## src/rtl/pingpong_tile_scheduler.sv

```systemverilog
// pingpong_tile_scheduler: double-buffered tile fill/compute scheduler (start/num_tiles/tile_len/ext_base in, busy/done out, dma_* fill handshake, pe_* compute handshake)
module pingpong_tile_scheduler #(
  parameter int ADDR_W = 16,
  parameter int LEN_W  = 16
) (
  input  logic              clk,
  input  logic              rst,
  input  logic              start,
  input  logic [LEN_W-1:0]  num_tiles,
  input  logic [LEN_W-1:0]  tile_len,
  input  logic [ADDR_W-1:0] ext_base,
  output logic              busy,
  output logic              done,
  output logic              dma_req,
  output logic [ADDR_W-1:0] dma_addr,
  output logic [LEN_W-1:0]  dma_len,
  output logic              dma_buf_sel,
  input  logic              dma_ack,
  input  logic              dma_done,
  output logic              pe_start,
  output logic              pe_buf_sel,
  input  logic              pe_done
);
  typedef enum logic [1:0] {F_IDLE, F_REQ, F_WAIT} fill_e;
  typedef enum logic {C_IDLE, C_RUN} comp_e;
  fill_e             fill_q;
  comp_e             comp_q;
  logic              busy_q, done_q, dma_buf_q, pe_start_q, pe_buf_q, cbuf_q;
  logic [1:0]        full_q, full_nx;
  logic [ADDR_W-1:0] dma_addr_q, next_addr_q;
  logic [LEN_W-1:0]  len_q, num_q, fill_cnt_q, comp_cnt_q;
  logic              dma_fin, pe_fin, last, cbuf_nx, fill_go, comp_go;
  always_comb begin
    dma_fin = fill_q == F_WAIT && dma_done;
    pe_fin  = comp_q == C_RUN && pe_done;
    last    = pe_fin && comp_cnt_q + LEN_W'(1) == num_q;
    full_nx = (full_q | (dma_fin ? 2'b01 << dma_buf_q : 2'b00)) & ~(pe_fin ? 2'b01 << cbuf_q : 2'b00);
    cbuf_nx = cbuf_q ^ pe_fin;
    fill_go = busy_q && (fill_q == F_IDLE || dma_fin) && fill_cnt_q < num_q && !full_nx[fill_cnt_q[0]];
    comp_go = busy_q && !last && (comp_q == C_IDLE || pe_fin) && full_nx[cbuf_nx];
  end
  always_ff @(posedge clk) begin
    if (!rst) begin
      fill_q      <= F_IDLE;
      comp_q      <= C_IDLE;
      busy_q      <= 1'b0;
      done_q      <= 1'b0;
      dma_buf_q   <= 1'b0;
      pe_start_q  <= 1'b0;
      pe_buf_q    <= 1'b0;
      cbuf_q      <= 1'b0;
      full_q      <= '0;
      dma_addr_q  <= '0;
      next_addr_q <= '0;
      len_q       <= '0;
      num_q       <= '0;
      fill_cnt_q  <= '0;
      comp_cnt_q  <= '0;
    end else begin
      done_q     <= 1'b0;
      pe_start_q <= 1'b0;
      if (!busy_q) begin
        if (start) begin
          num_q      <= num_tiles;
          len_q      <= tile_len;
          busy_q     <= num_tiles != '0;
          done_q     <= num_tiles == '0;
          full_q     <= '0;
          cbuf_q     <= 1'b0;
          comp_cnt_q <= '0;
          fill_cnt_q <= '0;
          if (num_tiles != '0) begin
            fill_q      <= F_REQ;
            dma_addr_q  <= ext_base;
            next_addr_q <= ext_base + ADDR_W'(tile_len);
            dma_buf_q   <= 1'b0;
            fill_cnt_q  <= LEN_W'(1);
          end
        end
      end else if (last) begin
        busy_q     <= 1'b0;
        done_q     <= 1'b1;
        fill_q     <= F_IDLE;
        comp_q     <= C_IDLE;
        full_q     <= '0;
        cbuf_q     <= 1'b0;
        fill_cnt_q <= '0;
        comp_cnt_q <= '0;
      end else begin
        full_q <= full_nx;
        cbuf_q <= cbuf_nx;
        if (pe_fin) comp_cnt_q <= comp_cnt_q + LEN_W'(1);
        // a finishing fill or compute may hand straight over to the next action without an idle cycle
        if (fill_go) begin
          fill_q      <= F_REQ;
          dma_addr_q  <= next_addr_q;
          next_addr_q <= next_addr_q + ADDR_W'(len_q);
          dma_buf_q   <= fill_cnt_q[0];
          fill_cnt_q  <= fill_cnt_q + LEN_W'(1);
        end else if (fill_q == F_REQ && dma_ack) fill_q <= F_WAIT;
        else if (dma_fin) fill_q <= F_IDLE;
        if (comp_go) begin
          comp_q     <= C_RUN;
          pe_start_q <= 1'b1;
          pe_buf_q   <= cbuf_nx;
        end else if (pe_fin) comp_q <= C_IDLE;
      end
    end
  end
  assign busy        = busy_q;
  assign done        = done_q;
  assign dma_req     = fill_q == F_REQ;
  assign dma_addr    = dma_addr_q;
  assign dma_len     = len_q;
  assign dma_buf_sel = dma_buf_q;
  assign pe_start    = pe_start_q;
  assign pe_buf_sel  = pe_buf_q;
endmodule
```

## config.mk

```make
export PLATFORM = sky130hd
export DESIGN_NAME = pingpong_tile_scheduler
export DESIGN_NICKNAME = d
export VERILOG_FILES = /design/src/rtl/pingpong_tile_scheduler.sv
export SDC_FILE = /design/constraint.sdc
export NUM_CORES = 1
export LEC_CHECK = 0
export ABC_AREA = 1
export BUFFER_PORTS_ARGS = -buffer_cell sky130_fd_sc_hd__buf_2
export CORE_AREA = 3 3 122 124
export CTS_CLUSTER_DIAMETER = 80
export DETAILED_ROUTE_END_ITERATION = 16
export DIE_AREA = 0 0 125 127
export PLACE_DENSITY = 0.77
export SLEW_MARGIN = 15
export SYNTH_ARGS = -nofsm -noshare
export SYNTH_HDL_FRONTEND = slang
export SYNTH_SLANG_ARGS = --single-unit
```

## constraint.sdc

```tcl
create_clock -name clk -period 2.25 [get_ports clk]
set_input_delay 0 -clock clk [delete_from_list [all_inputs] [get_ports clk]]
set_output_delay 0 -clock clk [all_outputs]
set_load 0.01 [all_outputs]
```

==> results by group, run 1 <==
STA
  – Max Clock Freq: 0.437 GHz
  – Layout Skew: 0.00864 ns
  – Slew HR: 0.409
  – Worst setup margin: -0.0382 ns
  – # setup viols final: 10
  – Max Slew Vio Count: 0
  – Least-Margin Pin Slew: between 0.8 and 0.9 ns
  – Period utilization: 1.02
  – Fin Setup TNS: -0.161 ns
  – Unrepaired setup endpoints after global routing: true
  – Tmin final: approximately 2.3 ns
  – Final hold violation count: 0

Job
  – Maxcap violations: 0

Logic synthesis
  – Yosys warnings: 0
  – Post-synthesis mux area share: 0.00400
  – Sequential area share after synthesis: 0.285
  – Largest family of logic cells by synthesized area: simple AND/OR/NAND/NOR gates
  – Post-Synth Adder-Cell Area: 0.0870
  – Synth unique cells: 41
  – Mapped Nets: 1304
  – Gate count of the mapped netlist: roughly 1200
  – Synth Area in Compound Gates: 0.141
  – Avg Cell Area, Syn: 6.26 µm²
  – Synthesized area: 0.00751 mm²
  – Simple-gate share of the synthesized area: 0.377
  – FF+latch count, synth: 107
  – Xor/xnor share of the synthesized area: 0.0138

Layout
  – Fillers: around 1200
  – Final nets: ~1500
  – Layout area overhead: 26.9%
  – Ratio of cells with drive above 1 in the final layout: 0.206

Pwr
  – Power Internal: 3.50 mW
  – Peak supply drop: approximately 420 µV
  – Sequential power share: 0.402
  – Part of the power in the clock network: 0.292
  – Total Power: 5.39 mW
  – Leakage: 4.61 nW
  – Sw Pwr: 1.90 mW
  – Logic gate share of total power: 0.306
  – Cell area power density: between 500 and 600 mW/mm²
  – Net Sw Frac: 0.352

Floorplanning
  – Io pins: 92
  – Die area: 0.0159 mm²
  – Initial Util: 0.541
  – Die Y: 127 µm
  – Core ar.: 0.0139 mm²
  – FP Rows: 43
  – Die Wd: 125 µm

Worst setup path
  – Critical Path Fanout Max: 5
  – Arr. time, crit path: 2.53 ns
  – Cell Chain, Critical Path: ha_4, nand2_4, nor2_4, nand2_1, nand2_2, nand2_4, xor2_2, nand3_1, nor2_2, nand3_4, buf_4, nand4_1, buf_4, a21oi_1
  – Slowest stage delay, CP: 0.37 ns
  – Buffers & Inverters on Critical Path: 2
  – Critical Path RT: 2.49 ns
  – Critical path's top delay family: simple AND/OR/NAND/NOR gates
  – Worst setup EP type: flip-flop
  – Critical path's slowest cell: dfxtp_4
  – Setup crit start kind: flip-flop
  – Critical path class: reg -> reg

Global route
  – GRT met1 Usage: 0.330
  – GR Layer Usage met2: 0.497
  – Gr busiest metal: met2
  – Grt ovf: 0
  – Largest net degree at the start of global routing: 87
  – Global Route Usage Sum: 0.282
  – Vias in the first global route: 7877
  – Initial antenna violation count: 1
  – First-pass GRT wire length: around 37 mm
  – GR Layer Usage met3: 0.0623

Route
  – Iter 0 DRT Violations: 633
  – DR pass1 iterations: 5
  – Vias/cell: 5.42
  – Vias: 8389
  – Post-route antenna net violation count: 0
  – DRC: 0
  – Total Wirelength: 23.4 mm
  – Routed WL per cell: about 15 µm

Clock network
  – Clk slew on worst S/H paths: approximately 0.08 ns
  – Root buffer cell: clkbuf_16
  – Clock latency on the worst-skew pair: between 0.3 and 0.4 ns
  – Maximum root-to-sink buffer count: 2
  – CTS tree: yes
  – Inserted Clock Buffers: 9
  – H-tree lvl count: 3
  – Clock Sinks: 107

Placement
  – GPL Wtd Cong: between 1 and 1.5
  – Port bufs: a little over 90
  – Detailed Place HPWL: about 17 mm

Worst hold path
  – Hold/Removal Path Class: in -> reg

Outcome
  – Status: finished with violations
  – Failing checks: negative setup slack
[worst paths after layout]
path                      start           end  slack (ns)  cells after the start
hold reg to reg       full_q[1]     full_q[1]        0.46                      2
hold / removal     ext_base[11]  dma_addr[11]       0.007                      5
setup / recovery  comp_cnt_q[0]        comp_q       -0.04                     14
setup reg to reg  comp_cnt_q[0]        comp_q       -0.04                     14
[synthesized netlist by cell type (all sizes together)]
library cell  instances  share of area
nand2               326           0.17
nor2                175          0.092
inv                 136          0.068
dfxtp               107           0.29
nand3               104          0.074
a21oi                93          0.063
o21ai                92          0.061
ha                   49          0.082
clkbuf               24          0.012
nand4                19          0.018
buf                  13          0.012
nand3b               13          0.013
nor3                  9         0.0060
xor2                  6         0.0080
nor4                  5         0.0042
o21bai                5         0.0060
xnor2                 5         0.0058
a21o                  4         0.0040
a211oi                3         0.0030
mux2i                 3         0.0040
and2                  2         0.0017
fa                    2         0.0053
a21boi                1         0.0010
clkinv                1        0.00050
o21a                  1         0.0010
o22ai                 1        0.00083
[state kept, by name (all words and copies together), names as in the netlist]
signal	count
num_q	16
pe_start	1
busy	1
next_addr_q	16
full_q	2
dma_len	16
comp_q	1
done	1
fill_q	2
comp_cnt_q	16
fill_cnt_q	16
dma_buf_sel	1
dma_addr	16
pe_buf_sel	1
cbuf_q	1
[metrics by stage]
stage / utilization / cells / setup slack (ns) / hold slack (ns) / area (µm²)
6_report: 0.686 / 1549 / -0.0382 / 0.00748 / 9530
5_1_grt: 0.686 / 1548 / -0.223 / 0.0368 / 9530
4_1_cts: 0.658 / 1537 / -0.0102 / 0.00740 / 9130
3_5_place_dp: 0.609 / 1488 / -0.0911 / 0.279 / 8450
3_3_place_gp: 0.609 / 1488 / -0.0780 / 0.273 / 8450
2_1_floorplan: - / 1199 / 0.00163 / 0.167 / 7510
[area by class of cell]
cell class | instances | area (µm²) | share of cell area
Antenna cell | 1 | 2.50 | 0.000263
Clock buffer | 11 | 243 | 0.0255
Clock inverter | 5 | 37.5 | 0.00394
Inverter | 137 | 517 | 0.0542
Multi-Input combinational cell | 919 | 5000 | 0.525
Sequential cell | 107 | 2160 | 0.227
Tap cell | 180 | 225 | 0.0236
Timing Repair Buffer | 189 | 1340 | 0.141
[per-layer routing]
metal / up-vias / routed length, µm / part of all wire
met5: - / 7 / 0.00030
met4: 2 / 949 / 0.041
met3: 60 / 1370 / 0.059
met2: 275 / 11400 / 0.49
met1: 3823 / 9670 / 0.41
li1: 4229 / - / -
[what timing repair did]
| item | CTS | global route |
|---|---|---|
| setup endpoints to repair | 66 | 75 |
| endpoints found under the hold margin | 31 | 0 |
| pin swaps | 12 | 30 |
| buffers inserted | 1 | 10 |
| gates cloned | 1 | 1 |
| hold buffers | 31 | 0 |
| resized for setup | 24 | 80 |
[kinds of logic after synthesis]
logic type	count (synthesis)
xor+xnor	11
mux	3
simple gates	653
compound gates	200
fa+ha+maj	51
buf+inv	174
flops	107
[worst reg2reg max path: stages (launching register included)]
cell     delay [ns]
dfxtp_4        0.37
ha_4           0.15
nand2_4        0.07
nor2_4         0.17
nand2_1        0.09
nand2_2        0.12
nand2_4        0.08
xor2_2         0.18
nand3_1        0.11
nor2_2         0.18
nand3_4        0.15
buf_4          0.18
nand4_1        0.14
buf_4          0.14
a21oi_1        0.05
[layout by cell type (no fill, tap or decap), types with 5 or more instances in the layout]
master and instances:
buf_2 91, nand3_1 80, dfxtp_2 10, dfxtp_1 96, nand4_1 18, inv_1 129, nand2_4 7, clkbuf_16 10
xnor2_1 5, xor2_1 5, nand3_2 22, nor3_1 8, nand3b_1 12, buf_4 58, buf_6 5, nor4_1 5
a21oi_1 83, nor2_2 8, dlygate4sd3_1 31, a21oi_2 9, nor2_4 10, nor2_1 158, nand2_1 299, inv_2 6
ha_1 46, nand2_2 19, o21ai_0 88
[power by group through the flow]
stage | Clock, mW | Sequential (mW) | Combinational (mW)
after global placement | 0 | 2.20 | 1.43
after floorplan | 0 | 2.20 | 0.976
after detailed placement | 0 | 2.20 | 1.46
after global routing | 1.66 | 2.19 | 1.84
final | 1.57 | 2.17 | 1.65
after CTS | 1.59 | 2.16 | 1.53
(Power assumes the default switching activity.)
==> run 2: changes to the inputs <==
--- a/config.mk
+++ b/config.mk
@@ -11,7 +11,7 @@
 export CTS_CLUSTER_DIAMETER = 80
 export DETAILED_ROUTE_END_ITERATION = 16
 export DIE_AREA = 0 0 125 127
-export PLACE_DENSITY = 0.77
+export PLACE_DENSITY = 0.74
 export SLEW_MARGIN = 15
 export SYNTH_ARGS = -nofsm -noshare
 export SYNTH_HDL_FRONTEND = slang
==> constraint.sdc (replaced) <==
create_clock -name clk -period 2.6 [get_ports clk]
set_input_delay 0 -clock clk [delete_from_list [all_inputs] [get_ports clk]]
set_output_delay 0 -clock clk [all_outputs]
set_load 0.01 [all_outputs]
==> run 2 against run 1 <==
Critical path depth grew 1. Wire length down 4.1%. Largest power group unchanged. First-iteration DRC count fell by 3.9%. Non-clock buffer count decreased by 49. Die area did not move. Critical endpoint is now next_addr_q[10]. Via count decreased by 3.3%. The flow finishes with violations (negative hold slack).
==> results by group, run 2 (synthesis results as in run 1) <==
Outcome
  – Status: finished with violations
  – Failing checks: negative hold slack

Route
  – Routed WL per cell: 15.0 µm (-0.90%)
  – Post-route antenna net violation count: 0 (unchanged)
  – DRC: 0 (unchanged)
  – Met3 WL post-DR: 1.36 mm (-1.1%)
  – Top routing layer used: met4
  – Iter 0 DRT Violations: 608 (-3.9%)
  – Met2 Wirelength: 11.0 mm (-3.9%)
  – DR pass1 iterations: 5 (unchanged)
  – Vias: 8115 (-3.3%)
  – Met1 WL: 9.25 mm (-4.4%)
  – Vias/cell: 5.41 (about the same)
  – Total Wirelength: 22.4 mm (-4.1%)

Global route
  – Vias in the first global route: 7617 (-3.3%)
  – First-pass GRT wire length: 36.5 mm (-0.13%)
  – Global Route Usage Sum: 0.280 (-0.00156)
  – Largest net degree at the start of global routing: 87 (unchanged)
  – Grt ovf: 0 (unchanged)
  – Initial antenna violation count: 1 (unchanged)

Worst setup path
  – Worst setup EP type: flip-flop
  – Critical Path Fanout Max: 3 (-2)
  – Setup crit start kind: flip-flop
  – Worst reg2reg setup slack: 0.15 ns (+0.19 ns)
  – Arr. time, crit path: 2.72 ns (+0.19 ns)
  – Critical path class: reg -> reg
  – Critical Path RT: 2.88 ns (+0.39 ns)

Layout
  – Layout area overhead: 17.6%
  – Commonest non-fill, non-tap cell in the layout: nand2_1
  – Final nets: 1419 (-3.3%)
  – Finished Core Util: 0.636 (-0.0500)
  – Reg area: 0.00214 mm² (-0.64%)
  – Antenna diodes: 0 (-1)
  – Area of the multi-input gates: 0.00473 mm² (-5.4%)
  – Most frequent cells in the layout: nand2_1 (315), nor2_1 (165), inv_1 (132)
  – Ratio of cells with drive above 1 in the final layout: 0.127 (-0.0788)
  – Fillers: 1363 (+10%)

Worst hold path
  – Hold/Removal Path Class: in -> reg

Placement
  – Port bufs: 91 (unchanged)
  – Detailed Place HPWL: 16.2 mm (-3.3%)
  – GPL Wtd Cong: 0.953 (-6.4%)

Pwr
  – Leakage: 4.29 nW (-7.0%)
  – Cell area power density: 514 mW/mm² (-9.2%)
  – Peak supply drop: 359 µV (-14%)

STA
  – Least-Margin Pin Slew: 0.518 ns (-0.369 ns)
  – Fin Setup TNS: 0 ns (+0.161 ns)
  – Max Slew Vio Count: 0 (unchanged)
  – Layout Skew: 0.00868 ns (+0.0000401 ns)
  – # setup viols final: 0 (-10)
  – Final hold violation count: 1 (+1)
  – Period utilization: 0.941 (-0.0758)
  – Max Clock Freq: 0.409 GHz (-6.5%)
  – Slew HR: 0.654 (+0.246)
  – Hold slack: -0.00216 ns (-0.00964 ns)
  – Tmin final: 2.45 ns (+0.159 ns)

Clock network
  – CTS tree: yes
  – Maximum root-to-sink buffer count: 2 (unchanged)
  – Inserted Clock Buffers: 9 (unchanged)
  – Clock Sinks: 107 (unchanged)
  – Clock latency on the worst-skew pair: 0.37 ns (about the same)
  – Root buffer cell: clkbuf_16
  – H-tree lvl count: 3 (unchanged)
  – Clk slew on worst S/H paths: 0.08 ns (about the same)

Floorplanning
  – Initial Util: 0.541 (unchanged)
  – Core ar.: 0.0139 mm² (unchanged)
  – Die area: 0.0159 mm² (unchanged)
  – Die Y: 127 µm (unchanged)
  – Io pins: 92 (unchanged)
  – FP Rows: 43 (unchanged)
  – Die Wd: 125 µm (unchanged)

Job
  – Maxcap violations: 0 (unchanged)
## run 2: worst paths after layout
kind | from | to | cells after the start
max | dma_len[0] | next_addr_q[10] | 15
min | num_tiles[2] | num_q[2] | 3
max reg2reg | dma_len[0] | next_addr_q[10] | 15
min reg2reg | full_q[1] | full_q[1] | 2
## run 2: report_power, final
part | switching [mW] | total [mW] | internal [mW] | leakage [nW]
sequential | 0.109 | 1.88 | 1.77 | 0.883
clock | 0.695 | 1.38 | 0.688 | 0.143
combinational | 0.795 | 1.28 | 0.485 | 3.26
total | 1.60 | 4.54 | 2.94 | 4.29
## run 2: timing repair
| action | in CTS | in global routing |
|---|---|---|
| endpoints found under the setup margin | 0 | 63 |
| hold buffers | 29 | 0 |
| hold endpoints to repair | 29 | 0 |
| setup buffers | 0 | 5 |
| resized for setup | 0 | 20 |
## run 2: area by class of cell
| class | count | area share |
|---|---|---|
| inverters | 137 | 0.0591 |
| repair buffers | 140 | 0.104 |
| clock inverters | 6 | 0.00552 |
| clock buffers | 10 | 0.0271 |
| multi-input cells | 919 | 0.536 |
| flip-flops and latches | 107 | 0.243 |
| well taps | 180 | 0.0255 |
## run 2: per-layer routing
| layer | global-route usage | vias to the layer above |
|---|---|---|
| met1 | 0.329 | 3654 |
| met5 | 0 | - |
| met3 | 0.0573 | 54 |
| met2 | 0.494 | 265 |
| met4 | 0.126 | 0 |
| li1 | - | 4142 |
## run 2: worst max-delay path, stage by stage (launching register included)
cell and delay, ns:
dfxtp_1 0.36, ha_1 0.20, inv_1 0.08, fa_1 0.40, nand3b_1 0.17, nand2_1 0.15, a21oi_1 0.15, o21ai_1 0.22
nand2_1 0.10, nand2_1 0.07, nand2_1 0.04, nand3_1 0.07, o21ai_0 0.07, nand3b_1 0.15, nand2_1 0.07, nor2_1 0.04
## run 2: stage by stage
stage,hold slack (ns),instance area [µm²],std cells,total power [mW],setup WS [ns]
3_3_place_gp,0.275,8150,1448,3.09,0.127
2_1_floorplan,0.167,7510,1199,2.75,0.352
3_5_place_dp,0.277,8150,1448,3.11,0.0621
5_1_grt,0.0214,8830,1499,4.80,-0.00727
4_1_cts,0.000144,8730,1493,4.51,0.0401
6_report,-0.00216,8830,1499,4.54,0.153
